===== config.mk =====
export PLATFORM = sky130hd
export DESIGN_NAME = channel_controller_flat
export DESIGN_NICKNAME = d
export VERILOG_FILES = /design/src/rtl/channel_bus_if.sv /design/src/rtl/channel_controller.sv /design/src/flat_wrapper.sv
export SDC_FILE = /design/constraint.sdc
export NUM_CORES = 1
export LEC_CHECK = 0
export BUFFER_PORTS_ARGS = -buffer_cell sky130_fd_sc_hd__buf_2
export CAP_MARGIN = 20
export CELL_PAD_IN_SITES_DETAIL_PLACEMENT = 0
export CELL_PAD_IN_SITES_GLOBAL_PLACEMENT = 1
export CORE_MARGIN = 3
export CORE_UTILIZATION = 46
export DETAILED_ROUTE_END_ITERATION = 8
export GPL_TIMING_DRIVEN = 1
export HOLD_SLACK_MARGIN = 0.06
export PLACE_DENSITY_LB_ADDON = 0.1
export SETUP_SLACK_MARGIN = 0.15
export SYNTH_ARGS = -nofsm -noshare
export SYNTH_HDL_FRONTEND = slang
export SYNTH_SLANG_ARGS = --single-unit

===== constraint.sdc =====
create_clock -name clk -period 3.65 [get_ports clk]
set_input_delay 0.73 -clock clk [delete_from_list [all_inputs] [get_ports clk]]
set_output_delay 0.73 -clock clk [all_outputs]
set_load 0.01 [all_outputs]

===== src/rtl/channel_bus_if.sv =====
// Shared register-bus signals between the address decoder (master) and a responder (slave).
interface channel_bus_if #(
    parameter int ADDR_W = 4,
    parameter int DATA_W = 4
);
    logic [ADDR_W-1:0] address;
    logic [DATA_W-1:0] data;
    logic              valid;
    logic              ack;
    logic [DATA_W-1:0] data_out;
    logic              data_out_valid;

    modport master (
        output address, data, valid,
        input  ack, data_out, data_out_valid
    );

    modport slave (
        input  address, data, valid,
        output ack, data_out, data_out_valid
    );
endinterface


===== src/rtl/channel_controller.sv =====
// Multi-channel controller: channel selector, saturating per-channel levels and enable mask,
// updated by 4-address bus commands and the front-panel add pulse.
module channel_controller #(
    parameter int                NUM_CH    = 4,
    parameter int                CH_W      = 2,
    parameter int                DATA_W    = 4,
    parameter int                ADDR_W    = 4,
    parameter logic [ADDR_W-1:0] BASE_ADDR = ADDR_W'(8),
    parameter int                LEVEL_MAX = 2**DATA_W - 1
) (
    input  logic              clk,
    input  logic              rst,
    input  logic [1:0]        mode,
    input  logic              add,
    channel_bus_if.slave      bus,
    output logic [CH_W-1:0]   channel,
    output logic [NUM_CH-1:0] ch_enable
);
    localparam logic [DATA_W-1:0] LVL_MAX = DATA_W'(LEVEL_MAX);
    localparam logic [1:0] OP_SELECT = 2'd0;
    localparam logic [1:0] OP_LEVEL  = 2'd1;
    localparam logic [1:0] OP_READ   = 2'd2;
    localparam logic [1:0] OP_ENABLE = 2'd3;

    typedef enum logic [1:0] {IDLE, EXEC, ACK, WAIT_DROP} state_t;

    state_t             state, state_d;
    logic [DATA_W-1:0]  level [NUM_CH];
    logic [1:0]         cmd_p1;
    logic [DATA_W-1:0]  wdata_p1;
    logic               ack_q, dout_vld_q;
    logic [DATA_W-1:0]  dout_q;

    function automatic logic [DATA_W-1:0] sat_inc(input logic [DATA_W-1:0] v);
        return (v >= LVL_MAX) ? LVL_MAX : v + 1'b1;
    endfunction

    function automatic logic [DATA_W-1:0] sat_dec(input logic [DATA_W-1:0] v);
        return (v == '0) ? '0 : v - 1'b1;
    endfunction

    function automatic logic [DATA_W-1:0] clamp(input logic [DATA_W-1:0] v);
        return (v > LVL_MAX) ? LVL_MAX : v;
    endfunction

    // First enabled index after cur, wrapping; cur itself is only kept when nothing else is enabled.
    function automatic logic [CH_W-1:0] next_channel(input logic [CH_W-1:0] cur,
                                                     input logic [NUM_CH-1:0] en);
        logic [CH_W-1:0] nxt;
        logic            found;
        nxt   = cur;
        found = 1'b0;
        for (int i = 1; i < NUM_CH; i++) begin
            int idx;
            idx = (int'(cur) + i) % NUM_CH;
            if (!found && en[idx]) begin
                nxt   = CH_W'(idx);
                found = 1'b1;
            end
        end
        return nxt;
    endfunction

    // Address decode: unsigned offset wraps high for addresses below BASE_ADDR.
    logic [ADDR_W-1:0] offset;
    logic              decoded;
    assign offset  = bus.address - BASE_ADDR;
    assign decoded = ((offset >> 2) == '0);

    logic                       exec, is_read, bus_sel, bus_lvl, bus_en;
    logic                       wdata_in_range, sel_ok;
    logic [DATA_W-1:0]          rd_val;
    logic [NUM_CH+DATA_W-1:0]   en_ext;

    assign exec           = (state == EXEC);
    assign is_read        = exec && (cmd_p1 == OP_READ);
    assign bus_sel        = exec && (cmd_p1 == OP_SELECT);
    assign bus_lvl        = exec && (cmd_p1 == OP_LEVEL);
    assign bus_en         = exec && (cmd_p1 == OP_ENABLE);
    assign wdata_in_range = (int'(wdata_p1) < NUM_CH);
    assign sel_ok         = wdata_in_range && ch_enable[wdata_p1[CH_W-1:0]];
    assign rd_val         = wdata_in_range ? level[wdata_p1[CH_W-1:0]] : '0;
    assign en_ext         = {{NUM_CH{1'b0}}, wdata_p1};

    always_ff @(posedge clk or posedge rst) begin
        if (rst) state <= IDLE;
        else     state <= state_d;
    end

    always_comb begin
        state_d = state;
        case (state)
            IDLE:      if (bus.valid && decoded) state_d = EXEC;
            EXEC:      state_d = ACK;
            ACK:       state_d = WAIT_DROP;
            WAIT_DROP: if (!bus.valid) state_d = IDLE;
            default:   state_d = IDLE;
        endcase
    end

    // Command capture on IDLE -> EXEC
    always_ff @(posedge clk) begin
        if (state == IDLE && bus.valid && decoded) begin
            cmd_p1   <= offset[1:0];
            wdata_p1 <= bus.data;
        end
    end

    // Execute: bus command wins over a conflicting add pulse
    always_ff @(posedge clk or posedge rst) begin
        if (rst) begin
            channel    <= '0;
            ch_enable  <= '1;
            for (int i = 0; i < NUM_CH; i++) level[i] <= '0;
            ack_q      <= 1'b0;
            dout_vld_q <= 1'b0;
            dout_q     <= '0;
        end else begin
            ack_q      <= exec;
            dout_vld_q <= is_read;
            dout_q     <= is_read ? rd_val : '0;

            if (bus_sel) begin
                if (sel_ok) channel <= wdata_p1[CH_W-1:0];
            end else if (add && mode == 2'b01) begin
                channel <= next_channel(channel, ch_enable);
            end

            if (bus_lvl)                      level[channel] <= clamp(wdata_p1);
            else if (add && mode == 2'b10)    level[channel] <= sat_inc(level[channel]);
            else if (add && mode == 2'b11)    level[channel] <= sat_dec(level[channel]);

            if (bus_en) ch_enable <= en_ext[NUM_CH-1:0];
        end
    end

    assign bus.ack            = ack_q;
    assign bus.data_out_valid = dout_vld_q;
    assign bus.data_out       = dout_q;
endmodule


===== src/flat_wrapper.sv =====
// flat-port wrapper written by rule: the top's interface ports become plain ports
module channel_controller_flat 
#(
    parameter int                NUM_CH    = 4,
    parameter int                CH_W      = 2,
    parameter int                DATA_W    = 4,
    parameter int                ADDR_W    = 4,
    parameter logic [ADDR_W-1:0] BASE_ADDR = ADDR_W'(8),
    parameter int                LEVEL_MAX = 2**DATA_W - 1
)
  (clk, rst, mode, add, channel, ch_enable, bus_address, bus_data, bus_valid, bus_ack, bus_data_out, bus_data_out_valid);
  channel_bus_if #(.ADDR_W(ADDR_W), .DATA_W(DATA_W)) bus_i ();
  input  logic clk;
  input  logic rst;
  input  logic [1:0] mode;
  input  logic add;
  output logic [CH_W-1:0] channel;
  output logic [NUM_CH-1:0] ch_enable;
  input wire logic [$bits(bus_i.address)-1:0] bus_address;
  input wire logic [$bits(bus_i.data)-1:0] bus_data;
  input wire logic [$bits(bus_i.valid)-1:0] bus_valid;
  output wire logic [$bits(bus_i.ack)-1:0] bus_ack;
  output wire logic [$bits(bus_i.data_out)-1:0] bus_data_out;
  output wire logic [$bits(bus_i.data_out_valid)-1:0] bus_data_out_valid;
  assign bus_i.address = bus_address;
  assign bus_i.data = bus_data;
  assign bus_i.valid = bus_valid;
  assign bus_ack = bus_i.ack;
  assign bus_data_out = bus_i.data_out;
  assign bus_data_out_valid = bus_i.data_out_valid;
  channel_controller #(.NUM_CH(NUM_CH), .CH_W(CH_W), .DATA_W(DATA_W), .ADDR_W(ADDR_W), .BASE_ADDR(BASE_ADDR), .LEVEL_MAX(LEVEL_MAX)) u_core (.clk(clk), .rst(rst), .mode(mode), .add(add), .bus(bus_i), .channel(channel), .ch_enable(ch_enable));
endmodule

# --- Word level (Yosys, flattened, before mapping) ---
# Index checks and enable logic that the tools add are counted.
# W data, S select, Z words.
op_classes:
  add_sub_neg: 6
  magnitude_cmp: 10
  n_eq_ne: 12
  mux: 45
  n_bitwise: 5
  reduce_logical: 28
ops:
  columns: ["cell", "count"]
  rows:
  - ["$bwmux W16", 3]
  - ["$mux W16", 3]
  - ["$mux W4", 10]
  - ["$bmux W4 S2", 2]
  - ["$mux W2", 8]
  - ["$logic_and A1 B1 Y1", 14]
  - ["$mux W1", 13]
  - ["$eq A2 B2 Y1 const B", 6]
  - ["$lt A3 B4 Y1 const B", 3]
  - ["$bmux W1 S2", 4]
  - ["$demux W4 S2", 1]
  - ["$logic_not A4 Y1", 2]
  - ["$pmux W2 S4", 1]
  - ["$eq A2 B1 Y1 const B", 3]
  - ["$ge A3 B3 Y1 const B", 2]
  - ["$not A2 Y3", 2]
  - ["$reduce_or A2 Y1", 3]
  - ["$add A2 B2 Y2 const B", 2]
  - ["$add A4 B1 Y4 const B", 1]
  - ["$ge A4 B4 Y1 const B", 1]
  - ["$gt A4 B4 Y1 const B", 1]
  - ["$logic_not A2 Y1", 2]
  - ["$lt A4 B3 Y1 const B", 1]
  - ["$ne A2 B2 Y1 const B", 2]
  - ["13 further kinds", 16]
word_totals:
  register_bits: 36
  input_bits: 14

# --- Longest topological paths before layout ---
# Gate-level depths: netlist of the first run.
logic_depth:
  ltp_word: 19
  ltp_mapped: 9
  ltp_nobuf: 7

# --- Worst setup path before layout of the first run ---
# No wires, ideal clock.
synth_path:
  path_type: "flip-flop to flip-flop"
  from: "reg u_core.channel[0]"
  to: "reg u_core.level[10] in the netlist's numbering"
  setup_time_ps: 95
  t_arrival_ps: 2577
  path_slack_ps: 978
  stages_incl_launch_ff: 10
  path_buffers: 2
  period_less_slack_ps: 2672
  path_cell_list: "dfrtp_1 -> buf_6 -> mux4_2 -> ha_1 -> buf_2 -> nand3b_1 -> o21ai_0 -> mux4_2 -> o211a_2 -> o31ai_1"
synth_via:
  elab_chain_len: 10
  elab_cells_between_ends: 21
  cone_classes: "2 x add/sub; 3 x order compare; 13 x mux; 1 x bitwise; 2 x reduce/logical"
synth_lines:
  columns: ["item", "line", "source"]
  rows:
  - ["start: declaration", "channel_controller.sv:16", "output logic [CH_W-1:0] channel,"]
  - ["start signal: assignment", "channel_controller.sv:124", "if (sel_ok) channel <= wdata_p1[CH_W-1:0];"]
  - ["start signal: assignment", "channel_controller.sv:126", "channel <= next_channel(channel, ch_enable);"]
  - ["$not A2 Y3 (implied by the code) (*)", "channel_controller.sv:129, channel_controller.sv:130, channel_controller.sv:131", null]
  - ["$bmux W4 S2", "channel_controller.sv:130, channel_controller.sv:131", null]
  - ["$mux W4 (implied by the code) (2 in series)", "channel_controller.sv:130, channel_controller.sv:131", null]
  - ["$sub A4 B1 Y4 or $logic_not A4 Y1 (tied branches)", "channel_controller.sv:39", "return (v == '0) ? '0 : v - 1'b1;"]
  - ["$mux W4", "channel_controller.sv:39", null]
  - ["$bwmux W16", "channel_controller.sv:131", "else if (add && mode == 2'b11) level[channel] <= sat_dec(level[channel]);"]
  - ["$mux W16", "channel_controller.sv:131", null]
  - ["$mux W16", "channel_controller.sv:130", "else if (add && mode == 2'b10) level[channel] <= sat_inc(level[channel]);"]
  - ["$mux W16 (*)", "channel_controller.sv:129", "if (bus_lvl) level[channel] <= clamp(wdata_p1);"]
  - ["end signal: indexed assignment", "channel_controller.sv:129", null]
  - ["end signal: indexed assignment", "channel_controller.sv:130", null]
  - ["end signal: indexed assignment", "channel_controller.sv:131", null]
  - ["end: declaration", "channel_controller.sv:28", "logic [DATA_W-1:0] level [NUM_CH];"]
# Every way passes the cells marked *; elsewhere a longest branch is shown, timed or not. The select of a mux whose other input is x is not followed.
# A chain may end at the register's enable or synchronous reset.

# --- Worst setup path after layout of the first run ---
layout_path:
  from: "reg u_core.channel[0]"
  to: "reg u_core.level[2] in the netlist's numbering"
# The elaborated chain is that of the path after synthesis.

==> flow_summary_export.csv, run 1 <==
group,metric,value,unit
outcome,outcome,"finished clean",
sta,max_freq,0.3544,GHz
critical_path,cp_max_fo,11,
cts,ctsResizeCount,0,
synthesis,synth-simple-area-share,19.17,%
critical_path,path_class,"reg2reg",
cts,cts_inserted_buffers,5,
pwr,p_leak,1.126,nW
synthesis,synth_top_area_share,28.08,%
cts,cts_tree,"yes",
floorplan,dieArea,5925,um2
sta,finalMaxSlewViolations,0,
synthesis,seq_area_frac_synth,40.39,%
global_routing,grt_pass1_vias,1789,
route,wl_met3,304,um
pwr,power_density,883.3,nW/um2
cts,clk-insertion-delay-late,0.30,ns
sta,layout_setup_ws,0.8280,ns
synthesis,syn-instance-count,222,
route,ant_nets,0,
sta,rsz0062_at_grt,"false",
synthesis,synth_xor_area_share,0,%
hold_path,min_path_type,"in2async",
floorplan,initial_core_util,48.42,%
route,routed_via_density,5.781,
floorplan,fp.dieW,76.98,um
global_routing,grt_remaining_overflow,0,
synthesis,ys_types,44,
floorplan,die_height,76.98,um
global_routing,grt_pass1_wl,9494,um
critical_path,cp.arrival,3.01,ns
sta,worst_slew_pin_slew,0.5612,ns
sta,fin_crit_sh,77.31,%
sta,relSlewSlack,62.54,%
cts,hold_buffers,0,
synthesis,synth_seq_cells,36,
sta,setup_viol,0,
synthesis,synth_compound_area_share,12.96,%
global_routing,track_usage,20.94,%
critical_path,cp_common_cell,"mux4_2",
route,wirelength,5597,um
synthesis,synth_top_family_by_area,"simple AND/OR/NAND/NOR gates",
route,drt_iter0_markers,160,
floorplan,pin_count,26,
cts,clock_sinks,36,
route,drc,0,
route,wl_met2,2651,um
critical_path,worst_path_max_delay_cell,"mux4_2",
placed_design,place_ws,0.8758,ns
synthesis,ys.flop_type,"dfrtp_1",
synthesis,synth_edf_count,6,
route,vias,1844,
critical_path,path_buf_inv,0,
sta,finalClockSkew,0.006398,ns
critical_path,crit_family,"multiplexers",
cts,ctsRootBufferMaster,"clkbuf_8",
synthesis,synth-async-reset-ratio,83.33,%
synthesis,ys_warn_count,0,
cts,clockBufferDepth,2,
synthesis,synth_mux_area_share,17.93,%
critical_path,ff2ff_path_depth,7,
cells_and_area,diodes,0,
cells_and_area,num-nets-final,276,
route,highest_layer,"met4",
cts,cts_setup_buffers,0,
synthesis,synth_area_leaders,"dfrtp_1 (28%), mux4_2 (13%), edfxtp_1 (7.8%), ha_1 (5.9%), nand2_1 (4.7%)",
synthesis,yosys.area.top_type,"dfrtp_1",
synthesis,avgSynthCellArea,10.44,um2
synthesis,syn_area,2317,um2
synthesis,synthAdderAreaFrac,5.940,%
cells_and_area,final_cells,319,
synthesis,yosys-top-cells-count,"nand2_1 (29), dfrtp_1 (26), nor2_1 (23), o21ai_0 (16), mux4_2 (13)",
pwr,vdd_ir_drop_max,0.4148,mV
critical_path,worstPathCellList,"mux4_2 > ha_1 > nand3b_1 > o21ai_0 > mux4_2 > o211a_2 > o31ai_1",
global_routing,antenna_found_initial,0,
synthesis,synth_most_common_cell,"nand2_1",
floorplan,num_rows,25,
cells_and_area,design_area,2618,um2
critical_path,worstSetupStartpointType,"register",
global_routing,grt_start_max_net_pins,28,
critical_path,worstPathRequired,3.84,ns
sta,finalSetupTns,0,ns
job,cap_viol_max_count,0,
synthesis,synth_nets,247,
cells_and_area,layout-drive-gt1-share,25.00,%
sta,finalHoldViolations,0,
critical_path,cp-end-kind,"register",
cells_and_area,fin_util,54.69,%
critical_path,path_depth,7,
route,m1WireLength,2583,um
route,detail_route.first_pass.iterations,4,
cells_and_area,areaGrowthSynthToFinish,12.96,%
sta,period_needed,2.822,ns
placed_design,hpwl,4082,um
floorplan,core-area,4786,um2
critical_path,max_stage_delay,0.63,ns
placed_design,gp_routability_congestion,0.9022,
placed_design,placed_cell_area,2506,um2
placed_design,io_buffers,25,
route,wire_per_inst,17.55,um
cts,clkTransAtPathRegs,0.07,ns
placed_design,place_inst,310,
cts,h-tree-depth,2,
cell usage in the layout, fill, tap and decap left out, types with 5 or more instances in the layout:
cell      netlist  layout
o31ai_1         5       5
o21ai_0        16      16
inv_1          11      11
edfxtp_1        6       6
a31oi_1         8       8
mux2_2          5       5
clkbuf_8        0       5
mux4_2         13      13
nor2_1         23      23
nand3b_1        7       7
nand2_1        29      29
ha_1           11      11
buf_2           4      25
dfrtp_1        26      26
nand3_1         5       5
worst register-to-register path, cell delays in order (launching register included):
cell and delay, ns:
dfrtp_1 0.55, mux4_2 0.63, ha_1 0.32, nand3b_1 0.12
o21ai_0 0.08, mux4_2 0.47, o211a_2 0.29, o31ai_1 0.26
state kept, by name (all words and copies together), names as in the netlist:
name / flops
u_core.channel: 2
u_core.wdata_p1: 4
u_core.level: 16
u_core.bus.data_out: 4
u_core.bus.ack: 1
u_core.bus.data_out_valid: 1
u_core.ch_enable: 4
u_core.cmd_p1: 2
u_core.state: 2
metrics by stage:
step | hold WS, ns | power (W)
after floorplan | 0.4829 | 0.001711
after global placement | 0.5165 | 0.002019
after detailed placement | 0.5331 | 0.002024
after CTS | 0.5493 | 0.002306
after global routing | 0.4983 | 0.002513
final | 0.4737 | 0.002312
routing by layer:
layer	track usage (%)	vias up
met5	0	-
li1	-	884
met2	33.19	54
met3	4.695	7
met1	29.18	899
met4	5.338	0
path summary, 6_finish.rpt:
| kind | start | to | slack [ns] |
|---|---|---|---|
| worst max-delay path | u_core.channel[0] | u_core.level[2] | 0.83 |
| worst min-delay path | rst | u_core.state[0] | 0.47 |
| worst max register to register | u_core.channel[0] | u_core.level[2] | 0.83 |
| worst min register to register | u_core.level[1] | u_core.level[1] | 0.55 |
| max in group asynchronous | rst | u_core.ch_enable[2] | 2.61 |
| min in group clk | u_core.level[1] | u_core.level[1] | 0.55 |
power by group:
| group | leakage (nW) | switching, W | internal [W] |
|---|---|---|---|
| Combinational | 0.667 | 0.000633 | 0.000601 |
| Clock | 0.0388 | 0.000145 | 0.000132 |
| Sequential | 0.421 | 0.000232 | 0.000568 |
| Total | 1.13 | 0.00101 | 0.00130 |
cell type report:
cell class	instances	area, um2
fillers	454	2168
multi-input cells	168	1297
clock buffers	6	72.57
flip-flops and latches	36	935.9
well taps	67	83.83
repair buffers	29	175.2
inverters	11	41.29
clock inverters	2	11.26
kinds of logic after synthesis:
family | count (synthesis)
buffers and inverters | 18
adder cells (fa/ha/maj) | 11
AND/OR/NAND/NOR | 88
flip-flops | 36
AO/OA/AOI/OAI | 46
multiplexers | 23
No activity file was read; power rests on OpenSTA's default activity.
==> inputs of run 2 (changes only) <==
Settings changed: ABC_AREA set to 1, CORE_UTILIZATION 46 to 39.
Clock period 3.65 ns to 2.5 ns, I/O delays scaled along.
==> run 2 against run 1 <==
Against the previous run:
- first-iteration DRC count fell by 36%
- synthesized cell count is 41% higher
- power increased by 40%
- clock power increased by 44%
- critical path depth grew 2
- cell count grew 30%
==> flow_summary_export.csv, run 2 <==
group,metric,value,unit
floorplan,dieArea,6982,um2
synthesis,avgSynthCellArea,7.471,um2
route,drc,0,
sta,period_needed,1.921,ns
route,vias,2018,
floorplan,die_height,83.56,um
synthesis,syn-instance-count,314,
cells_and_area,final_common_cell,"nand2_1",
synthesis,ys_types,30,
cts,h-tree-depth,2,
floorplan,core-area,5675,um2
sta,finalHoldViolations,0,
cells_and_area,num-nets-final,368,
synthesis,synth_edf_count,6,
critical_path,worstPathRequired,2.67,ns
cts,cts_tree,"yes",
floorplan,fp.dieW,83.56,um
synthesis,synth_nets,339,
synthesis,ys_warn_count,0,
cells_and_area,final_cells,416,
outcome,outcome,"finished clean",
cts,ctsResizeCount,0,
synthesis,seq_area_frac_synth,39.89,%
critical_path,cp-end-kind,"register",
synthesis,synth_most_common_cell,"nand2_1",
global_routing,track_usage,17.98,%
synthesis,synth_seq_cells,36,
floorplan,initial_core_util,41.34,%
cells_and_area,regMostFlops,"u_core.level",
route,detail_route.first_pass.iterations,4,
critical_path,cp_max_fo,6,
critical_path,worstSetupStartpointType,"register",
pwr,power,0.003240,W
sta,rsz0062_at_grt,"false",
global_routing,grt_pass1_wl,10120,um
synthesis,yosys-top-cells-count,"nand2_1 (100), nor2_1 (35), inv_1 (27), dfrtp_1 (26)",
placed_design,place_ws,0.5791,ns
floorplan,num_rows,27,
cells_and_area,largest_reg_flops,16,
critical_path,path_class,"reg2reg",
synthesis,synth_area_leaders,"dfrtp_1 (28%), nand2_1 (16%), edfxtp_1 (7.7%), ha_1 (5.9%), nor2_1 (5.6%)",
cts,clk-insertion-delay-late,0.29,ns
pwr,power_density,1243,nW/um2
cts,cts_setup_buffers,0,
sta,setup_viol,0,
cells_and_area,fillers,586,
cts,cts_inserted_buffers,5,
floorplan,pin_count,26,
sta,finalSetupTns,0,ns
synthesis,ys.flop_type,"dfrtp_1",
cts,clock_sinks,36,
sta,worst_slew_pin_slew,0.4924,ns
global_routing,grt_start_max_net_pins,31,
cells_and_area,areaGrowthSynthToFinish,11.09,%
route,drt_iter0_markers,102,
global_routing,grt_remaining_overflow,0,
synthesis,syn_area,2346,um2
sta,fin_crit_sh,76.83,%
synthesis,synth_top_area_share,27.73,%
hold_path,min_path_type,"in2async",
pwr,p_leak,1.402,nW
synthesis,yosys.area.top_type,"dfrtp_1",
job,cap_viol_max_count,0,
global_routing,antenna_found_initial,0,
cells_and_area,diodes,0,
cts,hold_buffers,0,
route,wirelength,5814,um
cts,clkTransAtPathRegs,0.07,ns
route,ant_nets,0,
placed_design,io_buffers,25,
synthesis,synth-async-reset-ratio,83.33,%
placed_design,hpwl,4297,um
cts,ctsRootBufferMaster,"clkbuf_8",
cells_and_area,layout-drive-gt1-share,20.35,%
placed_design,gp_routability_congestion,0.8062,
placed_design,place_inst,408,
critical_path,ff2ff_path_depth,9,
sta,finalClockSkew,0.008692,ns
sta,layout_setup_ws,0.5792,ns
route,wire_per_inst,13.98,um
pwr,vdd_ir_drop_max,0.5542,mV
sta,max_freq,0.5206,GHz
route,routed_via_density,4.851,
critical_path,cp.arrival,2.09,ns
sta,relSlewSlack,67.18,%
cells_and_area,layout_common_cells,"nand2_1 (100), nor2_1 (35), inv_1 (27)",
sta,finalMaxSlewViolations,0,
cts,clockBufferDepth,2,
global_routing,grt_pass1_vias,2063,
==> run 2: kinds of logic (layout without fill, tap and decap cells) <==
logic type               after synthesis  in the layout  share of synthesized area (%)
AND/OR/NAND/NOR                      183            183                          35.68
AO/OA/AOI/OAI                         44             44                          10.03
XOR/XNOR                               1              1                         0.3734
flip-flops                            36             36                          39.89
adder cells (fa/ha/maj)               11             11                          5.867
buffers and inverters                 38             68                          7.680
multiplexers                           1              1                         0.4800
==> run 2: final timing paths <==
check                                 start                         to  slack, ns
setup / recovery            u_core.state[1]            u_core.level[4]       0.58
hold / removal                          rst     u_core.bus.data_out[2]       0.29
setup reg to reg            u_core.state[1]            u_core.level[4]       0.58
hold reg to reg            u_core.cmd_p1[0]  u_core.bus.data_out_valid       0.49
max in group asynchronous               rst        u_core.ch_enable[1]       1.89
min in group clk                bus_data[3]         u_core.wdata_p1[3]       0.39
==> run 2: report_power, final <==
part           switching [W]  leakage [nW]  internal, W  total (W)
Sequential          0.000172         0.432     0.000816   0.000989
Combinational        0.00123         0.931     0.000626    0.00185
Clock               0.000204        0.0399     0.000194   0.000398
Total                0.00160          1.40      0.00164    0.00324
==> run 2: critical path: stages (launching register included) <==
cell and delay (ns):
dfrtp_1 0.40, inv_1 0.12, ha_1 0.22, inv_1 0.09, nor3_4 0.26, inv_1 0.22, nor2_1 0.29, nor2_1 0.08
nand2_1 0.07, o21ai_1 0.06
==> run 2: per-layer routing <==
metal  GRT usage (%)  up-vias  wire length, um
met1           25.05      918             2948
met3           3.159        5              212
met2           29.43       30             2596
li1                -     1065                -
met5               0        -                0
met4           3.509        0               57
==> run 2: cell type report <==
class / count / area (um2) / share of cell area [%]
Sequential cell: 36 / 935.9 / 35.91
Clock buffer: 7 / 76.32 / 2.928
Timing Repair Buffer: 28 / 147.6 / 5.665
Inverter: 32 / 122.6 / 4.705
Tap cell: 72 / 90.09 / 3.457
Multi-Input combinational cell: 240 / 1230 / 47.19
Clock inverter: 1 / 3.754 / 0.1440
==> run 2: per-stage QoR <==
| step | cell area, um2 | utilization [%] | hold slack, ns |
|---|---|---|---|
| floorplan | 2346 | - | 0.4494 |
| CTS | 2606 | 45.92 | 0.3008 |
| finish | 2606 | 45.92 | 0.2861 |
| global placement | 2526 | 44.51 | 0.4865 |
| global route | 2606 | 45.92 | 0.3422 |
| detailed placement | 2526 | 44.51 | 0.4972 |
